`src/rtl/pc_gen.sv`:
```
// Fetch-PC generator: sequential fetch with valid/ready, trap and branch redirects,
// a held branch redirect that survives stalls, and misaligned-target detection.
//
// state | meaning
// IDLE  | no branch redirect held
// PEND  | aligned branch target held in pend_target until stall releases
module pc_gen #(
    parameter int              XLEN         = 32,
    parameter logic [XLEN-1:0] RESET_VECTOR = '0,
    parameter int              IALIGN       = 32
) (
    input  logic            clk,
    input  logic            rst_n,
    input  logic            stall,
    input  logic            fetch_ready,
    output logic            fetch_valid,
    input  logic            trap_valid,
    input  logic [XLEN-1:0] trap_target,
    input  logic            br_valid,
    input  logic [XLEN-1:0] br_target,
    output logic [XLEN-1:0] pc,
    output logic [XLEN-1:0] pc_plus_4,
    output logic            fetch_kill,
    output logic            redirect_pending,
    output logic            misalign_exc,
    output logic [XLEN-1:0] misalign_addr
);

    localparam logic [XLEN-1:0] MASK = (IALIGN == 16) ? XLEN'(1) : XLEN'(3);

    typedef enum logic {IDLE, PEND} state_t;

    state_t          state, state_next;
    logic [XLEN-1:0] pend_target, pend_next;
    logic [XLEN-1:0] pc_next;
    logic [XLEN-1:0] maddr_next;
    logic            kill_next;
    logic            mexc_next;
    logic            br_misaligned;

    assign pc_plus_4        = pc + XLEN'(4);
    assign redirect_pending = (state == PEND);
    assign br_misaligned    = (br_target & MASK) != '0;

    always_ff @(posedge clk or negedge rst_n) begin
        if (!rst_n) begin
            state         <= IDLE;
            pend_target   <= '0;
            pc            <= RESET_VECTOR;
            fetch_valid   <= 1'b0;
            fetch_kill    <= 1'b0;
            misalign_exc  <= 1'b0;
            misalign_addr <= '0;
        end else begin
            state         <= state_next;
            pend_target   <= pend_next;
            pc            <= pc_next;
            fetch_valid   <= 1'b1;
            fetch_kill    <= kill_next;
            misalign_exc  <= mexc_next;
            misalign_addr <= maddr_next;
        end
    end

    always_comb begin
        state_next = state;
        pend_next  = pend_target;
        pc_next    = pc;
        kill_next  = 1'b0;
        mexc_next  = 1'b0;
        maddr_next = misalign_addr;

        if (trap_valid) begin
            pc_next    = trap_target & ~MASK;
            state_next = IDLE;
            kill_next  = 1'b1;
        end else begin
            if (br_valid && br_misaligned) begin
                mexc_next  = 1'b1;
                maddr_next = br_target;
            end

            // A misaligned branch is dropped; the PC then follows pending/increment rules.
            if (br_valid && !br_misaligned) begin
                if (stall) begin
                    pend_next  = br_target;
                    state_next = PEND;
                end else begin
                    pc_next    = br_target;
                    state_next = IDLE;
                    kill_next  = 1'b1;
                end
            end else if (state == PEND && !stall) begin
                pc_next    = pend_target;
                state_next = IDLE;
                kill_next  = 1'b1;
            end else if (!stall && fetch_valid && fetch_ready) begin
                pc_next = pc_plus_4;
            end
        end
    end

endmodule
```
`config.mk`:
```
export PLATFORM = sky130hd
export DESIGN_NAME = pc_gen
export DESIGN_NICKNAME = d
export VERILOG_FILES = /design/src/rtl/pc_gen.sv
export SDC_FILE = /design/constraint.sdc
export NUM_CORES = 1
export LEC_CHECK = 0
export CAP_MARGIN = 5
export CORE_UTILIZATION = 40
export DETAILED_ROUTE_END_ITERATION = 6
export PLACE_DENSITY = 0.78
export SLEW_MARGIN = 20
export SYNTH_ARGS = -nofsm -noshare
export SYNTH_HDL_FRONTEND = slang
export SYNTH_SLANG_ARGS = --single-unit
```
`constraint.sdc`:
```
create_clock -name clk -period 6.7 [get_ports clk]
set_input_delay 1.34 -clock clk [delete_from_list [all_inputs] [get_ports clk]]
set_output_delay 1.34 -clock clk [all_outputs]
set_load 0.005 [all_outputs]
```
==> qor.csv <==
metric;value;unit
synth_mux_area_share;13.7;%
die_w;118;um
core_area;13200;sq um
grt_max_degree;67;
synth_nets;606;
antenna_cells;0;
drtPass1Iterations;5;
crit_path_cell_trace;nand4_4 -> or4_1 -> nor3_1 -> xor2_1 -> clkdlybuf4s50_1;
rsz0062_at_grt;no;
syn_area;5410;sq um
start_kind;flip-flop;
p_int;1.27;mW
slowest_delay;0.70;ns
rrSetupSlack;4.11;ns
drt_iter0_drc;579;
dieArea;14000;sq um
synth-seq-cells;100;
busiest_layer;met2;
synth.most_common_cell;dfrtp_1;
fin_setup_tns;0;ns
grt_overflow;0;
p_per_area;239;nW/um^2
max_clock_freq;0.230;GHz
arrival;3.01;ns
async_flop_share;100;%
fin_crit_sh;64.9;%
clockBufferDepth;2;
hold_buffers;0;
initial_core_util;41.0;%
num_rows;42;
status;finished clean;
grt_pass1_wl;27.1;mm
syn_inst;535;
route.detailed.drc;0;
use_met2;39.9;%
synth_compound_area_share;16.4;%
grt_use_met3;6.42;%
ys_seq_area_share;46.3;%
ioPinCount;170;
yosysTopAreaCell;dfrtp_1;
clkSinkCount;100;
viasPerCell;5.88;
dp_hpwl;12.4;mm
detail_route.wl_per_cell;20.1;um
required;5.36;ns
slew_violations;0;
grt_usage;25.1;%
synth-edff-count;0;
regToRegStartpoint;redirect_pending$_DFFE_PN0P_;
crit_end;pc_plus_4[24];
areaGrowthSynthToFinish;37.8;%
ir_drop;0.196;mV
drv_cap;0;
synthAdderAreaFrac;0.231;%
via_count;5049;
ys_types;66;
worst_pin_slew;0.933;ns
synth.top_cell.area_share;46.3;%
avgSynthCellArea;10.1;sq um
post_cts_buffers;0;
htreeDepth;3;
fin_crit;4.35;ns
path_max_fanout;8;
switching_share;28.6;%
p_sw;0.508;mW
met1_usage;32.2;%
cp-end-kind;output pin;
yosys.area_share.simple;15.2;%
gp_congestion;0.925;
nFillCells;1124;
whs_path_depth;1;
port_buffers;167;
worst_path_max_delay_cell;or4_1;
hold_path_class;flip-flop to flip-flop;
rr_endpoint;pc[31]$_DFFE_PN0P_;
antenna_found_initial;0;
layout-drive-gt1-share;15.4;%
synth_area_leaders;dfrtp_1 46%, mux2_2 13%, xnor2_1 3.1%, a21oi_1 3.1%, nor2_1 2.8%;
setup_violations;0;
cp-startpoint;pc[4]$_DFFE_PN0P_;
yosys-top-cells-count;100 x dfrtp_1, 63 x mux2_2, 41 x nor2_1;
clk_pin_slew_worst_paths;0.07;ns
synth_top_family_by_area;compound AO/OA/AOI/OAI gates;
cts_resized;0;
sequentialPowerShare;45.0;%
ant_nets;0;
yosysWarnings;0;
dp_cells;843;
wirelength;17.2;mm
crit_type;flip-flop to output pin;
cts_buffers;9;
synthFlopType;dfrtp_1;
hold_violations;0;
clock_skew;0.00618;ns
cellLeakagePower;2.97;nW
die_y;118;um
layout.nets;749;
clock_latency;0.35;ns
worstRegToRegCells;5;
synth-xor-area-share;4.21;%
tritoncts;yes;
pwr-share-comb;27.4;%
cts_root_buf;clkbuf_16;
p_clk_share;27.7;%
fin_cells;859;
grt_pass1_vias;5070;
maxSlewHeadroom;36.2;%
routing by layer:
layer	up-vias	routed length, um
met3	41	1480
li1	2254	-
met4	0	601
met2	292	8070
met5	-	0
met1	2462	7090
sequential cells by signal, indices dropped and copies added (netlist names):
register,count
pend_target,32
fetch_valid,1
misalign_addr,32
fetch_kill,1
pc,32
misalign_exc,1
redirect_pending,1
cell type report:
type | count | area [sq um] | share of cell area [%]
inverters | 9 | 33.8 | 0.453
clock buffers | 13 | 250 | 3.36
clock inverters | 3 | 21.3 | 0.285
well taps | 176 | 220 | 2.95
flip-flops and latches | 100 | 2500 | 33.6
multi-input cells | 383 | 2700 | 36.2
repair buffers | 175 | 1730 | 23.2
kinds of logic (layout without fill, tap and decap cells):
group / Yosys count / in the layout
mux: 66 / 66
compound gates: 131 / 131
simple gates: 158 / 158
xor+xnor: 26 / 26
flops: 100 / 100
other cells: 1 / 1
fa+ha+maj: 1 / 1
buf+inv: 52 / 200
placed cells by master (no fill, tap or decap), types with 4 or more instances in the layout:
cell type        count
clkdlybuf4s50_1    166
dfrtp_1            100
mux2_2              63
nor2_1              41
a21oi_1             33
nand2_1             30
o21ai_0             25
nand3_1             19
xnor2_1             19
nor3_1              16
nand4_1             10
o22ai_1             10
and3_1               9
clkbuf_16            9
buf_4                9
inv_1                8
xor2_1               7
a211oi_1             7
o31ai_1              6
a22oi_1              6
nand2b_1             6
or2_2                4
a32o_1               4
o311ai_0             4
stage by stage:
stage / power, mW / cell area, sq um / hold slack (ns) / setup slack, ns / util [%]
2_1_floorplan: 0.993 / 5410 / 0.454 / 3.46 / -
4_1_cts: 1.78 / 7450 / 0.493 / 2.36 / 56.5
6_report: 1.78 / 7450 / 0.495 / 2.35 / 56.5
3_5_place_dp: 1.29 / 7180 / 0.477 / 2.52 / 54.5
5_1_grt: 1.86 / 7450 / 0.503 / 2.18 / 56.5
3_3_place_gp: 1.27 / 7180 / 0.470 / 2.54 / 54.5
worst min-delay path by stage:
stage | endpoint | from
finish | pend_target[0]$_DFFE_PN0P_ | pend_target[0]$_DFFE_PN0P_
floorplan | pend_target[0]$_DFFE_PN0P_ | pend_target[0]$_DFFE_PN0P_
CTS | pend_target[0]$_DFFE_PN0P_ | pend_target[0]$_DFFE_PN0P_
global route | pend_target[0]$_DFFE_PN0P_ | pend_target[0]$_DFFE_PN0P_
global placement | pend_target[0]$_DFFE_PN0P_ | pend_target[0]$_DFFE_PN0P_
detailed placement | pend_target[0]$_DFFE_PN0P_ | pend_target[0]$_DFFE_PN0P_
worst max-delay path: cells and delay by family (launching register included):
family | cells | cell delay [ns]
simple gates | 3 | 1.36
flops | 1 | 0.58
buf+inv | 1 | 0.52
xor+xnor | 1 | 0.19
power by group through the flow:
stage / Sequential, mW / Clock (mW) / Combinational [mW]
2_1_floorplan: 0.782 / 0 / 0.211
3_3_place_gp: 0.798 / 0 / 0.475
3_5_place_dp: 0.806 / 0 / 0.485
4_1_cts: 0.797 / 0.498 / 0.488
5_1_grt: 0.813 / 0.526 / 0.523
6_report: 0.800 / 0.492 / 0.487
(Power assumes the default switching activity.)
